**config.mk**
```make
export PLATFORM = sky130hd
export DESIGN_NAME = tt_sweeper
export DESIGN_NICKNAME = d
export VERILOG_FILES = /design/src/rtl/tt_sweep_pkg.sv /design/src/rtl/tt_sweeper_hold_timer.sv /design/src/rtl/tt_sweeper.sv
export SDC_FILE = /design/constraint.sdc
export NUM_CORES = 1
export LEC_CHECK = 0
export BUFFER_PORTS_ARGS = -buffer_cell sky130_fd_sc_hd__buf_2
export CORE_UTILIZATION = 55
export CTS_CLUSTER_DIAMETER = 80
export DETAILED_ROUTE_END_ITERATION = 16
export PLACE_DENSITY = 0.84
export SYNTH_ARGS = -nofsm -noshare
export SYNTH_HDL_FRONTEND = slang
export SYNTH_HIERARCHICAL = 1
export SYNTH_SLANG_ARGS = --single-unit
```
**constraint.sdc**
```tcl
create_clock -name clk -period 3.9 [get_ports clk]
set_input_delay 1.17 -clock clk [delete_from_list [all_inputs] [get_ports clk]]
set_output_delay 1.17 -clock clk [all_outputs]
set_load 0.02 [all_outputs]
```
**src/rtl/tt_sweep_pkg.sv**
```systemverilog
// Shared definitions for the exhaustive truth-table sweeper.
//   sweep_state_t : sweep FSM states (IDLE, SETTLE, FINISH)
//   N_IN_MAX      : largest supported number of DUT inputs
//   HOLD_MIN      : smallest supported per-vector hold time in cycles
package tt_sweep_pkg;

  typedef enum logic [1:0] {
    IDLE   = 2'd0,
    SETTLE = 2'd1,
    FINISH = 2'd2
  } sweep_state_t;

  localparam int N_IN_MAX = 8;
  localparam int HOLD_MIN = 1;

endpackage

```
**src/rtl/tt_sweeper_hold_timer.sv**
```systemverilog
// tt_hold_timer: loadable down-counter that saturates at zero.
// Ports:
//   clk, rst_n : clock and asynchronous active-low reset
//   load       : load load_val (has priority over counting)
//   load_val   : reload value
//   en         : count down by one while non-zero
//   expire     : high while the count is zero
module tt_hold_timer #(
  parameter int W = 2
) (
  input  logic         clk,
  input  logic         rst_n,
  input  logic         load,
  input  logic [W-1:0] load_val,
  input  logic         en,
  output logic         expire
);

  logic [W-1:0] count;

  // Reload beats counting so a new vector always gets its full hold time.
  always_ff @(posedge clk or negedge rst_n) begin
    if (!rst_n) begin
      count <= '0;
    end else if (load) begin
      count <= load_val;
    end else if (en && (count != '0)) begin
      count <= count - W'(1);
    end
  end

  assign expire = (count == '0);

endmodule

```
**src/rtl/tt_sweeper.sv**
```systemverilog
// tt_sweeper: walks every input vector 0 .. 2**N_IN-1, holds each for HOLD
// cycles, samples dut_out on the last hold cycle and compares it against
// the EXPECT truth table.
// Parameters: N_IN (1..8), HOLD (>=1), EXPECT (bit i = f(i)).
// Ports:
//   clk, rst_n     : clock, asynchronous active-low reset
//   start          : begin a sweep (only looked at in IDLE)
//   dut_out        : DUT response to stim
//   stim           : vector driven to the DUT (MSB = input A)
//   busy           : sweep in progress
//   done           : one-cycle pulse at the end of a sweep
//   pass           : last sweep had no mismatches
//   err_cnt        : mismatch count
//   first_err_vld  : at least one mismatch seen
//   first_err_idx  : index of the first mismatch
//   observed       : captured DUT truth table (only with TT_SWEEP_CAPTURE_EN)
module tt_sweeper
  import tt_sweep_pkg::*;
#(
  parameter int                 N_IN   = 4,
  parameter int                 HOLD   = 20,
  parameter logic [2**N_IN-1:0] EXPECT = '0
) (
  input  logic              clk,
  input  logic              rst_n,
  input  logic              start,
  input  logic              dut_out,
  output logic [N_IN-1:0]   stim,
  output logic              busy,
  output logic              done,
  output logic              pass,
  output logic [N_IN:0]     err_cnt,
  output logic              first_err_vld,
  output logic [N_IN-1:0]   first_err_idx
`ifdef TT_SWEEP_CAPTURE_EN
  ,
  output logic [2**N_IN-1:0] observed
`endif
);

  localparam int              TW     = $clog2(HOLD) + 1;
  localparam logic [TW-1:0]   RELOAD = TW'(HOLD - 1);
  localparam logic [N_IN-1:0] LAST   = '1;

  if ((N_IN < 1) || (N_IN > N_IN_MAX)) begin : g_bad_n_in
    $error("tt_sweeper: N_IN out of range");
  end
  if (HOLD < HOLD_MIN) begin : g_bad_hold
    $error("tt_sweeper: HOLD below minimum");
  end

  sweep_state_t state, state_next;
  logic         sample;
  logic         expire;
  logic         mismatch;
  logic         timer_load;
  logic         kick;

  assign kick       = (state == IDLE) && start;
  assign mismatch   = (dut_out != EXPECT[stim]);
  assign timer_load = kick || (sample && (stim != LAST));

  tt_hold_timer #(.W(TW)) u_timer (
    .clk      (clk),
    .rst_n    (rst_n),
    .load     (timer_load),
    .load_val (RELOAD),
    .en       (state == SETTLE),
    .expire   (expire)
  );

  always_ff @(posedge clk or negedge rst_n) begin
    if (!rst_n) begin
      state <= IDLE;
    end else begin
      state <= state_next;
    end
  end

  // A vector is sampled on the cycle its hold timer reads zero; the last
  // sample moves the sweep to FINISH where done is pulsed.
  always_comb begin
    state_next = state;
    busy       = 1'b0;
    done       = 1'b0;
    sample     = 1'b0;
    case (state)
      IDLE: begin
        if (start) state_next = SETTLE;
      end
      SETTLE: begin
        busy = 1'b1;
        if (expire) begin
          sample = 1'b1;
          if (stim == LAST) state_next = FINISH;
        end
      end
      FINISH: begin
        busy       = 1'b1;
        done       = 1'b1;
        state_next = IDLE;
      end
      default: state_next = IDLE;
    endcase
  end

  // pass is computed on the final sample edge, from the count including
  // that last comparison, so it is already valid during the done cycle.
  always_ff @(posedge clk or negedge rst_n) begin
    if (!rst_n) begin
      stim          <= '0;
      pass          <= 1'b0;
      err_cnt       <= '0;
      first_err_vld <= 1'b0;
      first_err_idx <= '0;
    end else if (kick) begin
      stim          <= '0;
      pass          <= 1'b0;
      err_cnt       <= '0;
      first_err_vld <= 1'b0;
      first_err_idx <= '0;
    end else if (sample) begin
      if (mismatch) begin
        err_cnt <= err_cnt + (N_IN+1)'(1);
        if (!first_err_vld) begin
          first_err_vld <= 1'b1;
          first_err_idx <= stim;
        end
      end
      if (stim == LAST) begin
        pass <= !mismatch && (err_cnt == '0);
      end else begin
        stim <= stim + N_IN'(1);
      end
    end else if (state == FINISH) begin
      stim <= '0;
    end
  end

`ifdef TT_SWEEP_CAPTURE_EN
  always_ff @(posedge clk or negedge rst_n) begin
    if (!rst_n) begin
      observed <= '0;
    end else if (kick) begin
      observed <= '0;
    end else if (sample) begin
      observed[stim] <= dut_out;
    end
  end
`endif

endmodule

```
* Word-level counts from Yosys, hierarchy flattened *
Memory sizes are Yosys's and may differ from the RTL's.
Cells that the tools add are included.

word-level totals
  register bits = 23
  bits in read-only memories = 16
  output and inout bits = 17
  word-level logic and storage cells = 71
  memories = 1

memory list
  memory           words  bits a word  read ports  clocked after Yosys merged registers in  write ports  line              source
  (no name shown)  16     1            1           0                                        0            tt_sweeper.sv:60  assign mismatch = (dut_out != EXPECT[stim]);

operators by class
  $add $sub $neg = 3
  $lt $le $gt $ge = 1
  equality and inequality tests = 10
  muxes and demuxes = 28
  reduce and logical (&&, ||, !) cells = 21

operator list
  kind                                                         count
  two-way mux 4 bit                                            8
  two-way mux 5 bit                                            3
  two-way mux 6 bit                                            2
  two-way mux 1 bit                                            11
  nonzero test 2 bit                                           4
  zero test 6 bit                                              1
  two-way mux 2 bit                                            3
  inequality test 2 bit (second input constant)                3
  AND reduction 2 bit                                          3
  AND reduction 3 bit                                          2
  nonzero test 6 bit                                           1
  subtractor 6 x 1 -> 6 bit (second input constant)            1
  adder 5 x 1 -> 5 bit (second input constant)                 1
  zero test 5 bit                                              1
  less-than comparator 4 x 5 -> 1 bit (second input constant)  1
  adder 4 x 1 -> 4 bit (second input constant)                 1
  == test 4 bit (second input constant)                        1
  logical AND 1 bit                                            4
  inequality test 4 bit (second input constant)                1
  one-hot mux 2 bit (2 select lines)                           1
  inequality test 3 bit (second input constant)                1
  nonzero test 3 bit                                           1
  == test 2 x 1 -> 1 bit (second input constant)               1
  == test 2 bit (second input constant)                        1
  other kinds (6)                                              6

* Depth between registers and ports, before layout *
  depth in word-level cells = 8
  mapped depth = 12

* Modules after synthesis *
Netlist, hierarchy kept.

by module, submodules not included
  module         times used  cells each  area an instance (um^2)  sequential area each (um^2)
  tt_sweeper     1           95          920.9                    425.4
  tt_hold_timer  1           44          395.4                    150.1

* Least setup slack after synthesis *
OpenSTA, ideal clock, no wires.

  path type = register to register
  start = reg u_timer.count[2]
  end = reg u_timer.count[3]
  library setup time = 0.133 ns
  arrival time = 2.132 ns
  required time = 3.767 ns
  slack = 1.634 ns
  cell stages (with the launch flop) = 12
  buffers on the path = 3
  cells stage by stage = dfrtp_1 > or3_1 > buf_2 > nor2_1 > clkbuf_1 > and2_1 > nand2_1 > nand2_1 > buf_1 > inv_1 > o211ai_1 > o211ai_1

on the way
  word-level cells in the longest chain between the ends = 6
  elaborated cells between the ends (all ways) = 11
  those cells by class = 1 x add/sub; 4 x mux; 6 x reduce/logical

ends and longest elaborated chain
  element                                                  line                         source
  from (decl)                                              tt_sweeper_hold_timer.sv:19  logic [W-1:0] count;
  from (signal assigned)                                   tt_sweeper_hold_timer.sv:26  count <= load_val;
  from (signal assigned)                                   tt_sweeper_hold_timer.sv:28  count <= count - W'(1);
  zero test 6 bit (*)                                      tt_sweeper_hold_timer.sv:32  assign expire = (count == '0);
  named net expire                                         tt_sweeper.sv:54             logic expire;
  two-way mux 1 bit (*)                                    tt_sweeper.sv:93             if (expire) begin
  two-way mux 1 bit (*)                                    tt_sweeper.sv:87             case (state)
  logical AND 1 bit (*)                                    tt_sweeper.sv:61             assign timer_load = kick || (sample && (stim != LAST));
  logical OR 1 bit (*)                                     tt_sweeper.sv:61
  named net timer_load                                     tt_sweeper.sv:56             logic timer_load;
  two-way mux 6 bit or nonzero test 2 bit (tied branches)  -

Mark *: on every way through the listed nets, which the timed path passes. The rest lies on a longest branch. The select of a mux whose other input is x is not followed.
A chain may end at the register's enable or synchronous reset.

* Final worst setup path *
Same ends and word-level chain as after synthesis.

==> impl_metrics.prom <==
# TYPE chip_impl_metric gauge
chip_impl_info{name="yosysTopAreaCell",value="dfrtp_1"} 1
chip_impl_metric{name="comb_power_share",unit="%"} 43.4
chip_impl_info{name="crit_start",value="u_timer/count[2]"} 1
chip_impl_metric{name="tritoncts.num_buffers",unit=""} 3
chip_impl_metric{name="die-width",unit="µm"} 50.92
chip_impl_info{name="setup.worst_path.start_class",value="flop"} 1
chip_impl_info{name="crit_path_top_delay_cell",value="or3_1"} 1
chip_impl_info{name="crit_family",value="simple AND/OR/NAND/NOR gates"} 1
chip_impl_metric{name="first_global_vias",unit=""} 1044
chip_impl_metric{name="ios",unit=""} 21
chip_impl_info{name="cts_tree",value="done"} 1
chip_impl_metric{name="vias_per_cell",unit=""} 5.884
chip_impl_metric{name="grt_max_degree",unit=""} 24
chip_impl_metric{name="wl",unit="µm"} 2705
chip_impl_metric{name="postSynth.asyncResetShare",unit="%"} 100.0
chip_impl_metric{name="synth_sequential_area_ratio",unit="%"} 43.73
chip_impl_info{name="critPathCapture",value="u_timer/count[3]"} 1
chip_impl_metric{name="routed-via-count",unit=""} 1118
chip_impl_metric{name="clock.fmax",unit="MHz"} 394.1
chip_impl_metric{name="synthDistinctLibCells",unit=""} 40
chip_impl_metric{name="area_of_the_mapped_netlist",unit="µm²"} 1316
chip_impl_metric{name="clock_power_share",unit="%"} 14.5
chip_impl_info{name="startpoint_to_endpoint_class_of_the_critical_path",value="reg2reg"} 1
chip_impl_metric{name="rows",unit=""} 17
chip_impl_metric{name="final_layout_size_suffix_gt1_share",unit="%"} 16.67
chip_impl_metric{name="slew_headroom",unit="%"} 64.58
chip_impl_metric{name="intPower",unit="µW"} 453.0
chip_impl_metric{name="post-synth-top-area-fraction",unit="%"} 43.73
chip_impl_info{name="critical_path.cell_chain",value="or3_1, nor2_1, and2_1, nand2_1, nand2_1, inv_1, o211ai_1, o211ai_1"} 1
chip_impl_metric{name="buffer_ports.inserted",unit=""} 20
chip_impl_metric{name="h_tree_level_count",unit=""} 1
chip_impl_metric{name="max_slew.worst_pin.slew",unit="ns"} 0.5313
chip_impl_metric{name="die-height",unit="µm"} 50.92
chip_impl_metric{name="clock-sinks",unit=""} 23
chip_impl_metric{name="drc_errors",unit=""} 0
chip_impl_metric{name="critical_path_arrival",unit="ns"} 2.72
chip_impl_metric{name="yosys_warnings",unit=""} 6
chip_impl_info{name="yosys-top-cells-area",value="dfrtp_1, ha_1, a21oi_1"} 1
chip_impl_metric{name="seqPwrFrac",unit="%"} 42.1
chip_impl_metric{name="power.switching_fraction",unit="%"} 41.32
chip_impl_metric{name="post_synthesis_sequential_element_count",unit=""} 23
chip_impl_metric{name="power_density",unit="nW/µm²"} 523.7
chip_impl_metric{name="grt_pass1_wl",unit="µm"} 4650
chip_impl_metric{name="fin_tns_setup",unit="ns"} 0
chip_impl_metric{name="clock_skew",unit="ns"} 0.009620
chip_impl_metric{name="leakagePower",unit="µW"} 0.0007400
chip_impl_metric{name="core_area",unit="µm²"} 2233
chip_impl_info{name="worstReg2RegEnd",value="u_timer/count[3]"} 1
chip_impl_metric{name="worstSkewPairLatency",unit="ns"} 0.31
chip_impl_metric{name="finalWeightedCongestion",unit=""} 0.8704
chip_impl_metric{name="finalSetupViolations",unit=""} 0
chip_impl_metric{name="ant_nets",unit=""} 0
chip_impl_metric{name="hpwl",unit="µm"} 1947
chip_impl_metric{name="cts.clk_slew.worst_paths",unit="ns"} 0.14
chip_impl_metric{name="grt_use_total",unit="%"} 23.90
chip_impl_metric{name="crit_path_max_incr_delay",unit="ns"} 0.50
chip_impl_metric{name="worst_hold_slack",unit="ns"} 0.5473
chip_impl_metric{name="post-cts-setup-buffers",unit=""} 0
chip_impl_metric{name="vdd_ir_drop_max",unit="mV"} 0.4238
chip_impl_metric{name="layout-area-overhead-vs-synth",unit="%"} 11.98
chip_impl_info{name="critical_path.endpoint_type",value="flop"} 1
chip_impl_metric{name="number_of_logic_stages_on_the_critical_path_including_buffering",unit=""} 8
chip_impl_metric{name="max_cap_viol_count",unit=""} 0
chip_impl_info{name="root_buffer",value="clkbuf_4"} 1
chip_impl_metric{name="detailedRoute.firstIterationViolations",unit=""} 28
chip_impl_metric{name="crit_path_max_fanout",unit=""} 9
chip_impl_metric{name="routed_wirelength_normalized_by_instance_count",unit="µm"} 14.24
chip_impl_metric{name="layout_worst_path_cycle_share",unit="%"} 65.06
chip_impl_metric{name="synth-edff-count",unit=""} 0
chip_impl_metric{name="initial_antenna_violation_count",unit=""} 0
chip_impl_metric{name="design.final.nets",unit=""} 177
chip_impl_metric{name="worstPathBufferInverterCount",unit=""} 1
chip_impl_info{name="status",value="finished, final reports clean"} 1
chip_impl_metric{name="timing_max_transition_violations_final",unit=""} 0
chip_impl_info{name="min_path_type",value="reg2reg"} 1
chip_impl_metric{name="initial_utilization",unit="%"} 58.94
chip_impl_info{name="rsz0062_at_grt",value="no"} 1
chip_impl_metric{name="timing.reg2reg.worst_path_depth",unit=""} 8
chip_impl_metric{name="number_of_hold_slack_violations_in_the_final_timing_report",unit=""} 0
chip_impl_metric{name="dieArea",unit="µm²"} 2593
chip_impl_info{name="ys_dominant_reg_cell",value="dfrtp_1"} 1
chip_impl_metric{name="ctsHoldBuffers",unit=""} 0
chip_impl_metric{name="final.min_clock_period",unit="ns"} 2.537
chip_impl_metric{name="drt_first_pass_iters",unit=""} 4
chip_impl_metric{name="cp_data_required_time",unit="ns"} 4.08
chip_impl_metric{name="syn-mean-instance-area",unit="µm²"} 9.470
chip_impl_metric{name="reg2reg_slack",unit="ns"} 1.36
chip_impl_metric{name="number_of_diodes",unit=""} 0
chip_impl_info{name="crit-reg2reg-launch",value="u_timer/count[2]"} 1
chip_impl_metric{name="gate_count_of_the_mapped_netlist",unit=""} 139
chip_impl_metric{name="power.switching",unit="µW"} 318.9
chip_impl_metric{name="post_cts_resized",unit=""} 0
chip_impl_metric{name="cts-root-to-sink-buffers",unit=""} 2
chip_impl_metric{name="grt-ovfl-total",unit=""} 0
[layer usage]
metal  vias to the layer above  track usage [%]  routed length, µm
met5                         -                0                  0
met4                         0            10.19                 43
met3                         6            3.274                126
met2                        38            37.94               1282
met1                       540            32.56               1252
li1                        534                -                  -
[kinds of logic after synthesis]
kind of cell / share of synthesized area [%]
AND/OR/NAND/NOR: 20.91
AO/OA/AOI/OAI: 13.97
flip-flops: 43.73
buffers and inverters: 4.372
adder cells (fa/ha/maj): 9.506
multiplexers: 5.608
other: 0.5706
XOR/XNOR: 1.331
[worst min path at each step]
| stage | start | end | cells after the start |
|---|---|---|---|
| final | first_err_vld | first_err_vld | 2 |
| after global placement | first_err_idx[2] | first_err_idx[2] | 2 |
| after global routing | first_err_idx[3] | first_err_idx[3] | 2 |
| after CTS | first_err_vld | first_err_vld | 2 |
| after floorplan | state[1] | state[1] | 1 |
| after detailed placement | first_err_idx[1] | first_err_idx[1] | 2 |
[placed cells by master (no fill, tap or decap), types with 6 or more instances in the layout]
cell / n
conb_1: 6
inv_1: 10
buf_2: 20
ha_1: 10
nand3_1: 6
a21oi_1: 10
dfrtp_1: 23
nand2_1: 12
nor2_1: 9
[cell type report]
class,instances,area [µm²]
clock buffer,3,22.52
sequential,23,575.6
clock inverter,1,5.005
timing repair buffer,20,100.1
tap,28,35.03
fill,190,759.5
multi-input combinational,105,698.2
inverter,10,37.54
[power groups by stage]
stage | Sequential [µW] | Combinational (µW) | Clock (µW)
global route | 332 | 372 | 123
global placement | 326 | 312 | 0
detailed placement | 328 | 333 | 0
CTS | 325 | 334 | 113
finish | 325 | 335 | 112
floorplan | 321 | 259 | 0
[per-stage QoR]
step	power, µW	util [%]	instance area [µm²]	setup slack, ns	cells
global placement	637.6	64.76	1446	1.493	186
finish	771.9	65.99	1474	1.363	190
CTS	771.8	65.99	1474	1.413	190
global route	826.0	65.99	1474	1.170	190
detailed placement	660.5	64.76	1446	1.441	186
floorplan	580.2	-	1331	1.634	143
[flip-flops by register name (all words and copies together) (netlist names)]
register,count
stim,4
err_cnt,5
u_timer/count,6
first_err_idx,4
state,2
first_err_vld,1
pass,1
[tightest hold or removal path, delay by kind of cell (launching register included)]
family	cells	cell delay, ns
flops	1	0.42
buf+inv	1	0.06
compound gates	1	0.05
[cells in the mapped netlist (4+ instances only)]
library cell / count
nand3_1: 6
nand2_1: 12
or4_1: 4
o21ai_0: 4
mux2i_1: 4
ha_1: 10
a21oi_1: 10
dfrtp_1: 23
inv_1: 10
nor2_1: 9
(Power assumes the default switching activity.)
